==> src/rtl/mac_act_out_pkg.sv <==
// Shared widths and activation limits for the MAC datapath and its controller.
// No logic; constants and types only.
// Import with mac_act_out_pkg::* wherever accumulator or activation widths are needed.
package mac_act_out_pkg;
    localparam int ACC_W   = 21;
    localparam int ACT_W   = 8;
    localparam int ACT_MAX = 127;
    localparam int ACT_MIN = -128;

    typedef logic signed [ACC_W-1:0] acc_t;
    typedef logic signed [ACT_W-1:0] act_t;
endpackage

==> src/rtl/mac_act_out_fifo.sv <==
// Small DEPTH x W FIFO with occupancy count; head entry is read straight from storage flops.
// Latency: write at edge E appears at the head (if empty) right after E.
// Backpressure: push at full is dropped unless a pop happens in the same cycle; pop on empty is ignored.
module act_fifo #(
    parameter int DEPTH = 4,
    parameter int W     = 8
) (
    input  logic                     i_clk,
    input  logic                     i_rst,
    input  logic                     i_push,
    input  logic [W-1:0]             i_din,
    input  logic                     i_pop,
    output logic [W-1:0]             o_dout,
    output logic [$clog2(DEPTH):0]   o_count
);
    localparam int PTR_W = $clog2(DEPTH);
    localparam int CNT_W = PTR_W + 1;

    logic [W-1:0]     r_mem [DEPTH];
    logic [PTR_W-1:0] r_wr_ptr;
    logic [PTR_W-1:0] r_rd_ptr;
    logic [CNT_W-1:0] r_count;
    logic             w_pop;
    logic             w_push;

    assign w_pop  = i_pop && (r_count != '0);
    assign w_push = i_push && ((r_count != CNT_W'(DEPTH)) || w_pop);

    // Storage, pointers and count; storage is cleared so the head reads 0 after reset.
    always_ff @(posedge i_clk or posedge i_rst) begin
        if (i_rst) begin
            r_wr_ptr <= '0;
            r_rd_ptr <= '0;
            r_count  <= '0;
            for (int i = 0; i < DEPTH; i++) begin
                r_mem[i] <= '0;
            end
        end else begin
            if (w_push) begin
                r_mem[r_wr_ptr] <= i_din;
                r_wr_ptr        <= r_wr_ptr + PTR_W'(1);
            end
            if (w_pop) begin
                r_rd_ptr <= r_rd_ptr + PTR_W'(1);
            end
            if (w_push && !w_pop) begin
                r_count <= r_count + CNT_W'(1);
            end else if (!w_push && w_pop) begin
                r_count <= r_count - CNT_W'(1);
            end
        end
    end

    assign o_dout  = r_mem[r_rd_ptr];
    assign o_count = r_count;
endmodule

==> src/rtl/mac_act_out.sv <==
// Rounding shift, optional ReLU and int8 saturation of MAC sums, buffered for the next layer.
// Latency: accept at E0 registers the shifted sum; FIFO write at E1, so out_valid rises after E1.
// Backpressure: acc_ready drops when buffered plus in-flight results would fill the FIFO.
module mac_act_out
    import mac_act_out_pkg::*;
#(
    parameter int SHIFT = 4,
    parameter int RELU  = 1,
    parameter int DEPTH = 4
) (
    input  logic             i_clk,
    input  logic             i_rst,
    input  logic [ACC_W-1:0] i_acc_in,
    input  logic             i_acc_valid,
    output logic             o_acc_ready,
    output logic [ACT_W-1:0] o_out_data,
    output logic             o_out_valid,
    input  logic             i_out_ready,
    output logic             o_sat_seen,
    input  logic             i_clr_sat
);
    localparam int S1_W  = ACC_W + 1;
    localparam int CNT_W = $clog2(DEPTH) + 1;
    // Half an LSB of the shifted result, so the floor of the arithmetic shift rounds ties upward.
    localparam int BIAS_I = (SHIFT > 0) ? (1 << ((SHIFT > 0) ? SHIFT - 1 : 0)) : 0;
    localparam logic signed [S1_W-1:0] W_MAX = S1_W'(ACT_MAX);
    localparam logic signed [S1_W-1:0] W_MIN = S1_W'(ACT_MIN);

    logic signed [S1_W-1:0] w_biased;
    logic signed [S1_W-1:0] w_shifted;
    logic signed [S1_W-1:0] r_s1;
    logic                   r_s1_vld;
    logic                   w_accept;
    logic [ACT_W-1:0]       w_act;
    logic                   w_sat;
    logic [CNT_W-1:0]       w_count;
    logic [CNT_W:0]         w_occ;
    logic                   r_sat_seen;

    // Occupancy includes the result still in stage 1, so a granted accept always has a slot.
    assign w_occ       = {1'b0, w_count} + {{CNT_W{1'b0}}, r_s1_vld};
    assign o_acc_ready = w_occ < (CNT_W + 1)'(DEPTH);
    assign w_accept    = i_acc_valid && o_acc_ready;

    // One extra bit keeps the biased sum from wrapping at the positive accumulator limit.
    assign w_biased  = {i_acc_in[ACC_W-1], i_acc_in} + S1_W'(BIAS_I);
    assign w_shifted = w_biased >>> SHIFT;

    // Stage 1: capture the rounded, shifted sum on accept.
    always_ff @(posedge i_clk or posedge i_rst) begin
        if (i_rst) begin
            r_s1_vld <= 1'b0;
            r_s1     <= '0;
        end else begin
            r_s1_vld <= w_accept;
            if (w_accept) begin
                r_s1 <= w_shifted;
            end
        end
    end

    // Stage 2: ReLU clamp (not a saturation), then clip to the int8 range.
    always_comb begin
        w_act = r_s1[ACT_W-1:0];
        w_sat = 1'b0;
        if ((RELU != 0) && (r_s1 < 0)) begin
            w_act = '0;
        end else if (r_s1 > W_MAX) begin
            w_act = ACT_W'(ACT_MAX);
            w_sat = 1'b1;
        end else if (r_s1 < W_MIN) begin
            w_act = ACT_W'(ACT_MIN);
            w_sat = 1'b1;
        end
    end

    // Sticky saturation flag; a new event wins over a same-cycle clear.
    always_ff @(posedge i_clk or posedge i_rst) begin
        if (i_rst) begin
            r_sat_seen <= 1'b0;
        end else if (r_s1_vld && w_sat) begin
            r_sat_seen <= 1'b1;
        end else if (i_clr_sat) begin
            r_sat_seen <= 1'b0;
        end
    end

    assign o_sat_seen = r_sat_seen;

    act_fifo #(
        .DEPTH (DEPTH),
        .W     (ACT_W)
    ) u_fifo (
        .i_clk   (i_clk),
        .i_rst   (i_rst),
        .i_push  (r_s1_vld),
        .i_din   (w_act),
        .i_pop   (i_out_ready),
        .o_dout  (o_out_data),
        .o_count (w_count)
    );

    assign o_out_valid = (w_count != '0);
endmodule

==> config.mk <==
export PLATFORM = sky130hd
export DESIGN_NAME = mac_act_out
export DESIGN_NICKNAME = d
export VERILOG_FILES = /design/src/rtl/mac_act_out_pkg.sv /design/src/rtl/mac_act_out_fifo.sv /design/src/rtl/mac_act_out.sv
export SDC_FILE = /design/constraint.sdc
export NUM_CORES = 1
export LEC_CHECK = 0
export CORE_ASPECT_RATIO = 0.7
export CORE_MARGIN = 5
export CORE_UTILIZATION = 57
export CTS_CLUSTER_DIAMETER = 120
export DETAILED_ROUTE_END_ITERATION = 10
export DONT_BUFFER_PORTS = 1
export PLACE_DENSITY_LB_ADDON = 0.25
export SETUP_SLACK_MARGIN = 0.4
export SLEW_MARGIN = 20
export SYNTH_ARGS = -nofsm -noshare
export SYNTH_HDL_FRONTEND = slang
export SYNTH_HIERARCHICAL = 1
export SYNTH_SLANG_ARGS = --single-unit
==> constraint.sdc <==
create_clock -name i_clk -period 2.2 [get_ports i_clk]
set_clock_uncertainty 0.2 [all_clocks]
set_input_delay 0 -clock i_clk [delete_from_list [all_inputs] [get_ports i_clk]]
set_output_delay 0 -clock i_clk [all_outputs]
set_load 0.005 [all_outputs]
# Yosys cells after proc, flatten, opt, wreduce, memory -nomap -nowiden
# Index checks and enable logic that the tools add are counted.
# Widths: inputs -> output; s select.
# word_totals
regBits	59
latch_bits	0
ram_bits	0
romBits	0
input_bits	26
out_inout_bits	11
wordCells	55
n_memories	0
# op_classes
add_sub_neg	6
mul	0
n_div	0
n_lt_le_gt_ge	7
n_eq_ne	1
shifts	0
mux	16
n_bitwise	2
reduce_logical	13
# op_table
op	count
$mux 8	6
$bwmux 32	1
$add 21x5->22 const B	1
$gt 18x8->1 const B	1
$lt 18x1->1 const B	1
$lt 18x8->1 const B	1
$bmux 8 s2	1
$demux 8 s2	1
$logic_and 1x1->1	7
$ge 3x3->1 const B	2
$mux 3	2
$not 2->3	2
$mux 1	5
$add 2x1->2 const B	2
$add 3x1->4	1
$lt 4x3->1 const B	1
$reduce_bool 2->1	2
$add 3x1->3 const B	1
$lt 3x1->1 const B	1
$ne 3x3->1 const B	1
$reduce_bool 3->1	1
$sub 3x1->3 const B	1
$logic_not 1->1	2
$logic_or 1x1->1	1

# Logic depth before layout (Yosys ltp)
# Gate-level depths: netlist of run 1.
# depth
depth_word	8
depth_mapped	9
depth_no_buf	9

# Cells and area by module
# The synthesis of run 1 kept the hierarchy.
# modules_own_cells
module	instances	cells_per_inst	area_per_inst_um2	seq_area_each_um2
act_fifo	1	113	1949.4	975.9
mac_act_out	1	138	1207.4	500.5

# Least setup slack after synthesis of run 1
# Ideal clock, no wire load.
# synth_path
path_type	register to register
from	register u_fifo.r_count[0] (netlist: u_fifo/o_count[0])
to	register u_fifo.r_count[1] (netlist: u_fifo/o_count[1])
setup_time_ps	125
arrival_time_ps	2073
required_ps	1875
slack_ps	-197
stages_incl_launch_ff	8
path_buffers	0
synth_period_minus_slack_ps	2397
cell_sequence	dfrtp_1 > or4b_4 > nand2_1 > inv_1 > ha_1 > inv_1 > fa_1 > mux2_2
# synth_via
elab_chain_cells	7
word_cells_on_any_way	14
cone_classes	add/sub (2); eq/ne (1); mux (2); reduce/logical (9)
# synth_rtl
item	line	source
start, declared	mac_act_out_fifo.sv:22	logic [CNT_W-1:0] r_count;
start signal, assigned	mac_act_out_fifo.sv:47	r_count <= r_count + CNT_W'(1);
start signal, assigned	mac_act_out_fifo.sv:49	r_count <= r_count - CNT_W'(1);
$reduce_bool 3->1	mac_act_out_fifo.sv:26	assign w_pop = i_pop && (r_count != '0);
$logic_and 1x1->1	mac_act_out_fifo.sv:26	
$logic_or 1x1->1 *	mac_act_out_fifo.sv:27	assign w_push = i_push && ((r_count != CNT_W'(DEPTH)) || w_pop);
$logic_and 1x1->1 *	mac_act_out_fifo.sv:27	
named net u_fifo.w_push	mac_act_out_fifo.sv:24	logic w_push;
$logic_not 1->1	mac_act_out_fifo.sv:48	end else if (!w_push && w_pop) begin
$logic_and 1x1->1	mac_act_out_fifo.sv:48	
$reduce_bool 2->1 (no line)	n/a	
# The timed path passes the listed nets; every way through them passes the cells marked *. The select of a mux whose other input is x is not followed.
# A chain may end at the register's enable or synchronous reset.

# Worst setup path after layout of run 1
# Same ends and word-level chain as after synthesis.

==> run summary, run 1 <==
Num CTS Buffers: 9
Cell Rows: 22
Warnings from Yosys: 6
Top delay family on crit path: simple AND/OR/NAND/NOR gates
Antenna violations before repair: 0
Max-slew headroom: 0.453
Slew @ Worst Pin: 821 ps
Root Buffer: clkbuf_8
CP cell instances: or4b_4 -> nand2_4 -> inv_2 -> ha_4 -> inv_2 -> fa_1 -> mux2_4
Power Total: 5.72 mW
Yosys cell types: 42
Yosys top cell by area: dfrtp_1
Die Y: 72.3 um
Worst Path Buf+Inv: 2
VDD IR max: 0.000803 V
Post-synth top flop: dfrtp_1
FFs w/ async S/R, synth: 1.00
Number of global-route vias before repair: 2317
Fillers: 284
Total gr overflow: 0
Initial DRC Count: 150
Lkg Pwr: 1.81 nW
Vias per cell: 5.97
Crit start category: flip-flop
Critical-path top delay cell: or4b_4
Layout cells sized above 1: 0.358
Fin crit period: 2260 ps
Synth top cells by count: dfrtp_1, mux2_4, nand2_1
Failing checks: negative setup slack
Die extent in x: 98.9 um
Global-route wire length before repair: 12.4 mm
Worst setup margin: -64.9 ps
CP Max Fanout: 2
Initial Util: 0.594
Net Sw Frac: 0.325
Psw: 1.86 mW
Worst Setup End Kind: flip-flop
CTS tree: done
Diodes inserted: 0
Synthesized area: 3160 um^2
Fraction of power consumed by sequential logic: 0.373
Dominant cells by area after synthesis: dfrtp_1, mux2_4, mux4_2, xnor2_1, nand2_1
Worst path max stage delay: 550 ps
Dpl hpwl: 4.57 mm
PwrDens: 1390 nW/um^2
IO buf count: 0
WL final: 8.05 mm
Final Slew Violations: 0
Worst setup path class: flip-flop to flip-flop
Die footprint: 7150 um^2
Final GP Congestion: 0.885
Total track usage: 0.225
1st-pass router iterations: 5
Clock sinks: 59
Yosys reg bits: 59
Area of the core: 5310 um^2
# DRC: 0
CTS H-Tree Depth: 3
Combinational Power Share: 0.398
Final Cycle Share: 1.03
Sequential area share after synthesis: 0.468
Final Setup Violations: 2
Routed WL per cell: 21.1 um
Multi-input combinational cell area: 1700 um^2
EDFF count, synth: 0
Layout Nets: 339
Pint: 3.86 mW
Largest net degree at the start of global routing: 40
Clock Latency Late Sink: 340 ps
Status: finished, violations left
Top-count cell post-synth: dfrtp_1
Top-area cell type share of the netlist area: 0.468
Register area: 1480 um^2
Setup TNS: -116 ps
Clock transition at path regs: 70 ps
Crit path DAT: 2290 ps
Unrepaired setup endpoints after global routing: yes
Most frequent CP cell: inv_2
Mapped Cells: 251
Avg Cell Area, Syn: 12.6 um^2
Clock network power share: 0.230
Longest Clk Path Bufs: 2
Routed vias: 2279
Worst Path Required: 2220 ps
MaxCap Viol Count: 0
Fin. Hold Viols: 0
Hold WC Path Type: primary input to asynchronous set/reset pin
I/O pin cnt: 37
ANT nets after route: 0
Area delta synth->final: 30.0%
F_max: 0.442 GHz
## flip-flops by register name, summed over array words and instances, names as in the netlist
register and flops:
u_fifo/r_mem 32, o_sat_seen 1, u_fifo/r_wr_ptr 2, r_s1 18, u_fifo/r_rd_ptr 2, r_s1_vld 1
u_fifo/o_count 3
## cells in the final DEF, fill, tap and decap left out, drive strengths merged, types with 7 or more instances in the layout
| master | n |
|---|---|
| xnor2 | 14 |
| mux4 | 8 |
| dlygate4sd3 | 22 |
| dlymetal6s4s | 7 |
| o21ai | 15 |
| a21oi | 8 |
| clkbuf | 10 |
| nand2 | 22 |
| nor4 | 7 |
| mux2 | 36 |
| buf | 22 |
| nand3 | 12 |
| dfrtp | 59 |
| inv | 18 |
## worst reg2reg max path, delay by kind of cell (launching register included)
family / cells / cell delay (ps)
DFF: 1 / 400
and+or+nand+nor: 2 / 640
muxes: 1 / 280
adders and majority gates: 2 / 540
buffers and inverters: 2 / 100
## kinds of logic after synthesis
group,Yosys count,share of synthesized area
buf+inv,28,0.0436
other cells,1,0.00119
flops,59,0.468
xor+xnor,20,0.0555
fa+ha+maj,7,0.0301
compound gates,28,0.0519
simple gates,64,0.126
mux,44,0.224
## through the flow
step                 util  cell area [um^2]  hold slack, ps  cells  setup slack [ps]
floorplan               -              3220            -236    254              -102
global placement    0.627              3330            -166    328             -10.9
detailed placement  0.627              3330            -159    328             -40.2
CTS                 0.752              3990            15.5    375             -30.4
global route        0.772              4100            56.5    382              -152
finish              0.772              4100            45.6    382             -64.9
## cell type report
type,instances,area share
inverters,18,0.0165
clock buffers,10,0.0335
multi-input cells,167,0.415
clock inverters,5,0.0305
repair buffers,51,0.123
well taps,72,0.0220
flip-flops and latches,59,0.360
## path summary, 6_finish.rpt
path	start	endpoint	slack, ps	cells past startpoint
worst max register to register	u_fifo/o_count[0]	u_fifo/o_count[1]	-60	7
min in group i_clk	i_acc_in[10]	r_s1[6]	50	3
worst min-delay path	i_rst	u_fifo/r_mem[30]	50	3
worst max-delay path	u_fifo/o_count[0]	u_fifo/o_count[1]	-60	7
max in group asynchronous	i_rst	r_s1[4]	1270	2
worst min register to register	r_s1[6]	r_s1[6]	290	2
## metal layers
layer,share of wire,up-vias,track usage,wire (um)
met5,0,-,0,0
met4,0.026,0,0.0621,206
met3,0.073,23,0.0884,589
met2,0.45,104,0.327,3660
met1,0.45,1150,0.316,3600
li1,-,1002,-,-
## power groups by stage
| stage | Combinational (mW) | Clock [mW] | Sequential, mW |
|---|---|---|---|
| floorplan | 1.71 | 0 | 1.90 |
| global placement | 1.92 | 0 | 2.06 |
| detailed placement | 1.99 | 0 | 2.09 |
| CTS | 2.18 | 1.33 | 2.11 |
| global route | 2.44 | 1.39 | 2.20 |
| finish | 2.28 | 1.31 | 2.13 |
## timing repair
item,CTS,global route
endpoints found under the setup margin,43,43
pin swaps,11,6
hold endpoints to repair,84,0
buffers inserted,3,7
hold buffers,29,0
gates resized for setup,15,17
No activity file was read; power rests on OpenSTA's default activity.
==> run 2: changes to the inputs <==
--- a/config.mk
+++ b/config.mk
@@ -16,5 +16,4 @@
 export SLEW_MARGIN = 20
 export SYNTH_ARGS = -nofsm -noshare
 export SYNTH_HDL_FRONTEND = slang
-export SYNTH_HIERARCHICAL = 1
 export SYNTH_SLANG_ARGS = --single-unit
==> run summary, run 2 <==
Status: finished, violations left
Failing checks: negative hold slack, negative setup slack
Worst path max stage delay: 540 ps
Dominant cells by area after synthesis: dfrtp_1, nand2_1, mux4_2, o21ai_0, o21ai_1
Clock sinks: 59
Worst setup path class: flip-flop to flip-flop
Yosys cell types: 30
Hold Slack: -55.0 ps
Worst Path Buf+Inv: 2
Vias per cell: 5.62
Largest family of logic cells by synthesized area: simple AND/OR/NAND/NOR gates
Most common cell after layout, fill and taps aside: dfrtp_1
Max FFs per register: 32
Longest Clk Path Bufs: 2
Crit start category: flip-flop
F_max: 0.450 GHz
IO buf count: 0
Area of the core: 4830 um^2
Clock transition at path regs: 60 ps
Sequential area share after synthesis: 0.512
Root Buffer: clkbuf_8
XOR/XNOR share of the synthesized area: 0.0608
Lkg Pwr: 1.67 nW
Final Slew Violations: 0
Dpl hpwl: 4.24 mm
Die Y: 69.5 um
Post-synthesis adder-cell area fraction: 0.0330
Syn_nets: 302
Final GP Congestion: 0.800
Fin. Hold Viols: 3
Warnings from Yosys: 0
Multi-input combinational cell area: 1450 um^2
CTS tree: done
Worst Path Required: 2220 ps
Critical-path top delay cell: or4b_4
Yosys top cell by area: dfrtp_1
CTS H-Tree Depth: 3
Worst setup margin: -20.0 ps
CP Max Fanout: 2
Die footprint: 6600 um^2
Antenna violations before repair: 0
Top-area cell type share of the netlist area: 0.512
Cell Rows: 21
Yosys reg bits: 59
Num CTS Buffers: 9
FFs w/ async S/R, synth: 1.00
Routed vias: 2263
Layout cells sized above 1: 0.263
EDFF count, synth: 0
Clock Latency Late Sink: 340 ps
Final Setup Violations: 1
Mapped Cells: 269
Compound-Gate Fraction of Synth Area: 0.0903
Most frequent CP cell: inv_2
Slew @ Worst Pin: 735 ps
Synth top cells by count: dfrtp_1, nand2_1, o21ai_0, o21ai_1, xor2_1
Number of global-route vias before repair: 2270
PwrDens: 1200 nW/um^2
MaxCap Viol Count: 0
Post-synth top flop: dfrtp_1
Layout Nets: 362
VDD IR max: 0.000697 V
Final Cycle Share: 1.01
Total gr overflow: 0
Diodes inserted: 0
Top-count cell post-synth: dfrtp_1
Hold WC Path Type: primary input to flip-flop
Simple-gate share of the synthesized area: 0.207
Most flop-heavy register: u_fifo.r_mem
Worst Setup End Kind: flip-flop
Fin crit period: 2220 ps
Initial DRC Count: 131
Most frequent cells in the layout: dfrtp_1, nand2_1, dlygate4sd3_1
# DRC: 0
1st-pass router iterations: 4
WL final: 6.99 mm
Die extent in x: 95.0 um
I/O pin cnt: 37
Total track usage: 0.220
Crit path DAT: 2240 ps
Largest net degree at the start of global routing: 60
Routed WL per cell: 17.3 um
Top delay family on crit path: simple AND/OR/NAND/NOR gates
Initial Util: 0.596
ANT nets after route: 0
Global-route wire length before repair: 11.1 mm
Fillers: 322
Area delta synth->final: 31.0%
Mux contribution to synthesized area: 0.0664
Register area: 1480 um^2
Synthesized area: 2880 um^2
Pre-CTS setup slack: -78.2 ps
Max-slew headroom: 0.510
CP cell instances: or4b_4 -> nand2_4 -> inv_2 -> ha_4 -> inv_2 -> fa_1 -> mux2_2
Unrepaired setup endpoints after global routing: yes
Avg Cell Area, Syn: 10.7 um^2
Setup TNS: -20.0 ps
## run 2: changes by cell type after synthesis, moves of 5 or more
cell,delta
o21ai_0,+14
and2_1,+5
o21ai_1,+18
nand2_1,+30
mux2_4,-32
nor2_1,+7
a21oi_1,-8
inv_1,-11
xnor2_1,-7
nand3_4,+5
nand4_1,+5
xor2_1,+7
## run 2: metal layers
| layer | wire length, um | GRT usage |
|---|---|---|
| met2 | 3440 | 0.347 |
| met1 | 2950 | 0.283 |
| met4 | 111 | 0.0640 |
| met5 | 0 | 0 |
| met3 | 482 | 0.0813 |
## run 2: logic make-up after synthesis
family                     Yosys count
and+or+nand+nor                    108
DFF                                 59
AOI/OAI and AO/OA                   50
xor gates and xnor gates            20
buffers and inverters               16
muxes                                9
adders and majority gates            7
## run 2: repair_timing
action                                  4_1_cts  5_1_grt
endpoints found under the setup margin       38       51
hold buffers                                 33        1
hold endpoints to repair                     86        3
resized for setup                            15       49
buffers inserted                             10        2
pin swaps                                     6        5
## run 2: layout make-up
| cell class | instances | area share |
|---|---|---|
| sequential | 59 | 0.392 |
| clock inverter | 2 | 0.00265 |
| tap | 69 | 0.0229 |
| timing repair buffer | 58 | 0.148 |
| inverter | 7 | 0.00696 |
| clock buffer | 14 | 0.0431 |
| multi-input combinational | 194 | 0.384 |
## run 2: power by group
| group | internal [mW] | switching, mW |
|---|---|---|
| logic | 0.881 | 0.793 |
| clock network | 0.468 | 0.399 |
| registers | 1.59 | 0.396 |
## run 2: worst register-to-register path: stages, from the launching register on
cell	delay, ps
dfrtp_1	380
or4b_4	540
nand2_4	90
inv_2	50
ha_4	150
inv_2	40
fa_1	390
mux2_2	260
## run 2: path summary, 6_finish.rpt
kind	start	to	slack, ps	cells after the start
worst max register to register	u_fifo.o_count[1]	u_fifo.o_count[1]	-20	7
min in group asynchronous	i_rst	u_fifo.o_count[2]	130	3
worst max-delay path	u_fifo.o_count[1]	u_fifo.o_count[1]	-20	7
worst min-delay path	i_acc_in[13]	r_s1[9]	-50	3
worst min register to register	u_fifo.r_mem[25]	u_fifo.r_mem[25]	280	2
max in group asynchronous	i_rst	u_fifo.r_rd_ptr[0]	1110	3
## run 2: through the flow
step / util / std cells / power [mW] / cell area (um^2)
3_3_place_gp: 0.624 / 341 / 3.28 / 3020
2_1_floorplan: - / 269 / 2.95 / 2900
4_1_cts: 0.752 / 400 / 4.38 / 3640
5_1_grt: 0.781 / 403 / 4.84 / 3770
6_report: 0.781 / 403 / 4.52 / 3770
3_5_place_dp: 0.624 / 341 / 3.36 / 3020
